### src/rtl/param_updown_counter_pkg.sv
// Shared constants for the parametrised up/down counter family.
// Mode and direction encodings used by the top and its next-value logic.
package param_updown_counter_pkg;

    localparam bit CNT_MODE_WRAP = 1'b0;
    localparam bit CNT_MODE_SAT  = 1'b1;

    localparam bit CNT_DIR_DOWN  = 1'b0;
    localparam bit CNT_DIR_UP    = 1'b1;

endpackage

### src/rtl/counter_next_val.sv
// Combinational next-count logic for one enabled step, with boundary flags.
// The boundary is tested before the step so no value ever exceeds WIDTH bits.
module counter_next_val
    import param_updown_counter_pkg::*;
#(
    parameter int          WIDTH     = 4,
    parameter logic [31:0] MAX_COUNT = 32'd9,
    parameter bit          SATURATE  = CNT_MODE_WRAP
) (
    input  logic [WIDTH-1:0] cnt,
    input  logic             up_dn,
    output logic [WIDTH-1:0] nxt,
    output logic             at_max,
    output logic             at_min,
    output logic             ovf_hit,
    output logic             unf_hit
);

    localparam logic [WIDTH-1:0] MAX_V = MAX_COUNT[WIDTH-1:0];

    assign at_max  = (cnt == MAX_V);
    assign at_min  = (cnt == '0);
    assign ovf_hit = (up_dn == CNT_DIR_UP) & at_max;
    assign unf_hit = (up_dn == CNT_DIR_DOWN) & at_min;

    always_comb begin
        nxt = cnt;
        if (up_dn == CNT_DIR_UP) begin
            if (!at_max) begin
                nxt = cnt + 1'b1;
            end else if (SATURATE == CNT_MODE_WRAP) begin
                nxt = '0;
            end
        end else begin
            if (!at_min) begin
                nxt = cnt - 1'b1;
            end else if (SATURATE == CNT_MODE_WRAP) begin
                nxt = MAX_V;
            end
        end
    end

endmodule

### src/rtl/param_updown_counter.sv
// Loadable up/down modulus counter with wrap/saturate, tc and ovf/unf pulses.
// tc is combinational so it can drive the enable of a cascaded stage.
module param_updown_counter
    import param_updown_counter_pkg::*;
#(
    parameter int          WIDTH     = 4,
    parameter logic [31:0] MAX_COUNT = 32'd9,
    parameter bit          SATURATE  = CNT_MODE_WRAP
) (
    input  logic             clk,
    input  logic             reset,
    input  logic             load,
    input  logic [WIDTH-1:0] d_in,
    input  logic             en,
    input  logic             up_dn,
    output logic [WIDTH-1:0] d_out,
    output logic             tc,
    output logic             ovf,
    output logic             unf
);

    localparam logic [WIDTH-1:0] MAX_V = MAX_COUNT[WIDTH-1:0];

    logic [WIDTH-1:0] cnt_q, cnt_d;
    logic             ovf_q, ovf_d;
    logic             unf_q, unf_d;

    logic [WIDTH-1:0] step_val;
    logic [WIDTH-1:0] ld_val;
    logic             at_max, at_min;
    logic             ovf_hit, unf_hit;

    counter_next_val #(
        .WIDTH     (WIDTH),
        .MAX_COUNT (MAX_COUNT),
        .SATURATE  (SATURATE)
    ) u_next (
        .cnt     (cnt_q),
        .up_dn   (up_dn),
        .nxt     (step_val),
        .at_max  (at_max),
        .at_min  (at_min),
        .ovf_hit (ovf_hit),
        .unf_hit (unf_hit)
    );

    // A full-range modulus can never be exceeded, so the clamp is elided.
    if (MAX_V == {WIDTH{1'b1}}) begin : g_no_clamp
        assign ld_val = d_in;
    end else begin : g_clamp
        assign ld_val = (d_in > MAX_V) ? MAX_V : d_in;
    end

    always_comb begin
        cnt_d = cnt_q;
        ovf_d = 1'b0;
        unf_d = 1'b0;
        if (load) begin
            cnt_d = ld_val;
        end else if (en) begin
            cnt_d = step_val;
            ovf_d = ovf_hit;
            unf_d = unf_hit;
        end
    end

    always_ff @(posedge clk) begin
        if (reset) begin
            cnt_q <= '0;
            ovf_q <= 1'b0;
            unf_q <= 1'b0;
        end else begin
            cnt_q <= cnt_d;
            ovf_q <= ovf_d;
            unf_q <= unf_d;
        end
    end

    assign d_out = cnt_q;
    assign ovf   = ovf_q;
    assign unf   = unf_q;
    assign tc    = en & ((up_dn & at_max) | (~up_dn & at_min));

endmodule

### config.mk
export PLATFORM = sky130hd
export DESIGN_NAME = param_updown_counter
export DESIGN_NICKNAME = d
export VERILOG_FILES = /design/src/rtl/param_updown_counter_pkg.sv /design/src/rtl/counter_next_val.sv /design/src/rtl/param_updown_counter.sv
export SDC_FILE = /design/constraint.sdc
export NUM_CORES = 1
export LEC_CHECK = 0
export ABC_AREA = 1
export BUFFER_PORTS_ARGS = -buffer_cell sky130_fd_sc_hd__buf_4
export CAP_MARGIN = 0
export CORE_MARGIN = 5
export CORE_UTILIZATION = 35
export CTS_CLUSTER_SIZE = 40
export DETAILED_ROUTE_END_ITERATION = 8
export PLACE_DENSITY = 0.59
export SETUP_SLACK_MARGIN = 0.02
export SYNTH_ARGS = -nofsm -noshare
export SYNTH_HDL_FRONTEND = slang
export SYNTH_HIERARCHICAL = 1
export SYNTH_SLANG_ARGS = --single-unit
### constraint.sdc
create_clock -name clk -period 2.8 [get_ports clk]
set_clock_uncertainty 0.2 [all_clocks]
set_input_delay 0.28 -clock clk [delete_from_list [all_inputs] [get_ports clk]]
set_output_delay 0.28 -clock clk [all_outputs]
set_load 0.05 [all_outputs]
==> results of run 1 <==
[per-layer routing]
metal / vias up / global-route usage, % / share of wire, % / wire length [um]
met5: - / 0 / 0 / 0
met4: 0 / 5.53 / 0 / 0
met3: 0 / 3.36 / 7.9 / 95
met2: 25 / 16.3 / 45 / 548
li1: 308 / - / - / -
met1: 237 / 13.9 / 47 / 561
[cells in the mapped netlist, types with 2 or more instances]
library cell / n / share of area [%]
a21oi_1: 2 / 1.9
dfxtp_1: 6 / 23
inv_1: 19 / 14
inv_2: 2 / 1.5
nand2_1: 28 / 20
nand2_2: 2 / 2.4
nand3_1: 10 / 9.7
nand4_1: 2 / 2.4
nor2_1: 6 / 4.4
nor2_2: 2 / 2.4
o21ai_1: 2 / 1.9
[worst min-delay path: stages]
cell and delay (ns):
buf_4 0.08, a21oi_1 0.03, nand2_1 0.05, inv_1 0.03
[how the worst max path moves through the flow]
stage	startpoint	endpoint	slack, ns	cells past startpoint
3_5_place_dp	d_out[0]	tc	1.16	6
6_report	d_out[2]	tc	0.88	6
3_3_place_gp	d_out[0]	tc	1.12	6
4_1_cts	d_out[0]	tc	0.88	6
2_1_floorplan	d_out[0]	tc	0.51	4
5_1_grt	d_out[0]	tc	0.73	6
[cell families after synthesis]
kind of cell,synth area share [%]
AOI/OAI and AO/OA,8.03
and+or+nand+nor,49.1
DFF,23.4
buffers and inverters,19.5
[final cells by class]
class	instances	area, um2	area share (%)
clock buffer	3	22.5	3.37
inverter	23	100	15.0
sequential	6	120	18.0
multi-input combinational	61	294	44.0
tap	15	18.8	2.81
timing repair buffer	15	113	16.9
[metrics by stage]
| stage | worst slack, ns | instances | utilization [%] |
|---|---|---|---|
| floorplan | 0.513 | 90 | - |
| global placement | 1.12 | 120 | 47.8 |
| detailed placement | 1.16 | 120 | 47.8 |
| CTS | 0.881 | 123 | 49.5 |
| global route | 0.726 | 123 | 49.5 |
| finish | 0.880 | 123 | 49.5 |
[state kept, by name (all words and copies together), names as in the netlist]
signal and cells:
d_out 4, unf 1, ovf 1
[report_power, final]
| part | leakage, nW | switching, mW | internal [mW] |
|---|---|---|---|
| combinational | 0.326 | 0.0627 | 0.0383 |
| clock | 0.0138 | 0.0305 | 0.0484 |
| sequential | 0.0493 | 0.0118 | 0.0907 |
==> flow_summary.json, run 1 <==
{
  "async_flop_share_pct": 0,
  "crit_family": "flip-flops",
  "setup_viol": 0,
  "final_common_cell": "nand2_1",
  "hold_viol": 0,
  "overflow": 0,
  "core.rowCount": 13,
  "place_hpwl_um": 969,
  "fmax_mhz": 521,
  "hold_buffers": 0,
  "ys_seq_area_share_pct": 23.4,
  "place_area_um2": 646,
  "crit_chain": "inv_1, nand3_1, inv_1, o21ai_1, a21oi_1, buf_4",
  "min_path_type": "in2reg",
  "drt_iter0_markers": 20,
  "cts_tree": "built",
  "insertion_delay_ns": 0.24,
  "timing.final.crit_period_ns": 1.92,
  "r2r-end": "d_out[3]",
  "cpPeakStageDelay_ns": 0.45,
  "path_class": "reg2out",
  "drt_first_pass_iters": 4,
  "worstHoldPathCells": 4,
  "critical_path.reg2reg.startpoint": "d_out[2]",
  "ir_drop_v": 0.000117,
  "final_max_slew_viol_count": 0,
  "dr_total_vias": 570,
  "synthCells": 90,
  "synth_warnings": 6,
  "nFillCells": 149,
  "required_ns": 2.32,
  "outcome": "completed",
  "clk_path_buf_depth": 2,
  "rsz0062_at_grt": "no",
  "syn_area_per_cell_um2": 5.71,
  "worstMarginPinSlew_ns": 0.383,
  "cts-resized-gates": 0,
  "drv_cap": 0,
  "gp_congestion": 0.791,
  "cp.buffers_inverters": 3,
  "final_nets": 119,
  "cts-root-buf": "clkbuf_4",
  "rr_worst_depth": 9,
  "design_area_um2": 668,
  "whs_endpoint": "d_out[2]",
  "cp_slowest_cell": "dfxtp_1",
  "cts_setup_buffers": 0,
  "drive_gt1_share_pct": 26.9,
  "h-tree-depth": 1,
  "area_growth_syn_to_layout_pct": 29.9,
  "cts_buffers": 3,
  "timing.final.crit_share_pct": 68.6,
  "start_kind": "register",
  "p_per_area_mw_per_mm2": 423,
  "fin_hold_ws_ns": 0.0778,
  "drc": 0,
  "worstPathMaxFanout": 7,
  "clkSlewWorstSetupHoldPaths_ns": 0.04,
  "portBuffers": 15,
  "relSlewSlack_pct": 74.4,
  "syn-num-nets": 99,
  "postRouteAntennaNets": 0,
  "initial_core_util_pct": 38.1,
  "synth_cell_types": 20,
  "routed_wl_um": 1210,
  "dieHeight_um": 48.3,
  "grt_pass1_vias": 506,
  "ys_ff_latch": 6,
  "final_cell_mix": "28 x nand2_1, 19 x inv_1, 15 x buf_4",
  "synth-main-ff-cell": "dfxtp_1",
  "setup_tns_ns": 0,
  "min_from": "reset",
  "vias_per_cell": 4.63,
  "synth_edf_count": 0,
  "die_w_um": 48.3,
  "grt_antenna_before_repair": 0,
  "end_kind": "output pin",
  "n_antenna_cell": 0,
  "die-area_mm2": 0.00234,
  "synth_area_um2": 514,
  "p_leak_nw": 0.389,
  "core-area_mm2": 0.00135,
  "arrival_ns": 1.44,
  "grt_max_degree": 9,
  "design_power_total_mw": 0.282,
  "track_usage_pct": 10.9,
  "io_pins": 16,
  "grt_pass1_wl_um": 2080,
  "r2r_setup_slack_ns": 1.31,
  "clock_sinks": 6,
  "cp_common_cell": "inv_1",
  "routedWlPerCell_um": 9.80
}
No activity file was read; power rests on OpenSTA's default activity.
==> run 2: changes to the inputs <==
- clock period: 2.8 -> 1.82 ns (I/O delays scaled with it)
==> run 2 against run 1 <==
Utilization up 3.4 points. Final area is 6.9% higher. Worst hold slack got worse by 0.0098 ns. Non-clock buffer count up 2. Clock-buffer cell count did not move. Sequential power is 55% higher. Register-to-register slack worse by 0.90 ns. Global-route usage rose by 0.20 points. First-iteration DRC count decreased by 45%. Largest power group is now combinational logic. Die area did not move. Power is 59% higher. Clock power grew 52%.
==> flow_summary.json, run 2 (synthesis gave the netlist of run 1 again) <==
{
  "outcome": "completed",
  "postRouteAntennaNets": 0,
  "h-tree-depth": 1,
  "timing.final.crit_share_pct": 93.9,
  "clock_sinks": 6,
  "critical_path.reg2reg.startpoint": "d_out[2]",
  "p_switching_mw": 0.166,
  "setup_tns_ns": 0,
  "grt_pass1_wl_um": 2060,
  "die_w_um": 48.3,
  "io_pins": 16,
  "vias_per_cell": 4.62,
  "fin_hold_ws_ns": 0.0680,
  "dr_total_vias": 577,
  "cts-root-buf": "clkbuf_4",
  "p_per_area_mw_per_mm2": 629,
  "routedWlPerCell_um": 9.82,
  "design_area_um2": 714,
  "core-area_mm2": 0.00135,
  "core.rowCount": 13,
  "gp_congestion": 0.741,
  "routed_wl_um": 1230,
  "final_max_slew_viol_count": 0,
  "area_growth_syn_to_layout_pct": 38.9,
  "required_ns": 1.44,
  "n_antenna_cell": 0,
  "place_area_um2": 661,
  "insertion_delay_ns": 0.24,
  "p_leak_nw": 0.405,
  "cts_buffers": 3,
  "dieHeight_um": 48.3,
  "start_kind": "register",
  "drive_gt1_share_pct": 34.5,
  "place_hpwl_um": 967,
  "rsz0062_at_grt": "no",
  "design_power_total_mw": 0.449,
  "pwr-share-clk_pct": 26.6,
  "drc": 0,
  "overflow": 0,
  "die-area_mm2": 0.00234,
  "setup_viol": 0,
  "timing.final.crit_period_ns": 1.71,
  "path_class": "reg2out",
  "hold_viol": 0,
  "final_common_cell": "nand2_1",
  "track_usage_pct": 11.1,
  "pwr-share-comb_pct": 37.8,
  "relSlewSlack_pct": 86.5,
  "ir_drop_v": 0.000222,
  "initial_core_util_pct": 38.1,
  "final_nets": 121,
  "largest_reg_flops": 4,
  "p_seq_share_pct": 35.5,
  "worstMarginPinSlew_ns": 0.202,
  "clk_path_buf_depth": 2,
  "min_path_type": "in2reg",
  "nFillCells": 147,
  "cts_tree": "built",
  "min_from": "up_dn",
  "fmax_mhz": 585,
  "end_kind": "output pin",
  "worstPathMaxFanout": 8,
  "drv_cap": 0,
  "portBuffers": 15,
  "grt_pass1_vias": 485,
  "crit_start": "d_out[0]",
  "grt_antenna_before_repair": 0,
  "internal-power_mw": 0.283,
  "drt_first_pass_iters": 4,
  "drt_iter0_markers": 11,
  "clkSlewWorstSetupHoldPaths_ns": 0.04,
  "final_cell_mix": "28 x nand2_1, 18 x inv_1, 15 x buf_4",
  "p_sw_share_pct": 37.0,
  "grt_max_degree": 9,
  "arrival_ns": 1.33
}
[run 2: path summary, 6_finish.rpt]
check	to	slack (ns)	depth (start not counted)
max	tc	0.11	6
min	unf	0.07	4
max reg2reg	d_out[3]	0.41	10
min reg2reg	d_out[2]	0.37	4
[run 2: cell type report]
type / count / area (um2) / share of cell area [%]
Sequential cell: 6 / 125 / 17.5
Inverter: 23 / 100 / 14.0
Tap cell: 15 / 18.8 / 2.63
Clock buffer: 3 / 22.5 / 3.15
Multi-Input combinational cell: 61 / 314 / 44.0
Timing Repair Buffer: 17 / 134 / 18.7
[run 2: metrics by stage]
step | cells | worst slack, ns | util, %
4_1_cts | 124 | 0.0615 | 51.7
3_5_place_dp | 120 | 0.267 | 48.9
6_report | 125 | 0.112 | 52.9
5_1_grt | 125 | 0.0298 | 52.9
2_1_floorplan | 90 | 0.105 | -
3_3_place_gp | 120 | 0.295 | 48.9
[run 2: what timing repair did]
action / 4_1_cts / 5_1_grt
hold buffers: 1 / 0
setup buffers: 0 / 1
resized for setup: 2 / 3
hold endpoints to repair: 1 / 0
setup endpoints to repair: 1 / 1
pin swaps: 0 / 1
[run 2: critical path, cell delays in order (launching register included)]
cell and delay (ns):
dfxtp_2 0.37, nor2_4 0.18, nand3_2 0.10, inv_1 0.08
o21ai_2 0.07, a21oi_4 0.11, buf_6 0.17
[run 2: metal layers]
layer / routed length (um) / vias to the layer above / share of wire (%) / track usage, %
li1: - / 315 / - / -
met1: 603 / 245 / 49 / 14.1
met2: 544 / 17 / 44 / 15.0
met3: 80 / 0 / 6.5 / 5.81
met4: 0 / 0 / 0 / 5.53
met5: 0 / - / 0 / 0
[run 2: power by group through the flow]
stage	Clock [mW]	Sequential [mW]	Combinational [mW]
floorplan	0	0.184	0.0860
global placement	0	0.161	0.160
detailed placement	0	0.161	0.159
global route	0.140	0.161	0.186
finish	0.120	0.160	0.170
CTS	0.126	0.159	0.163
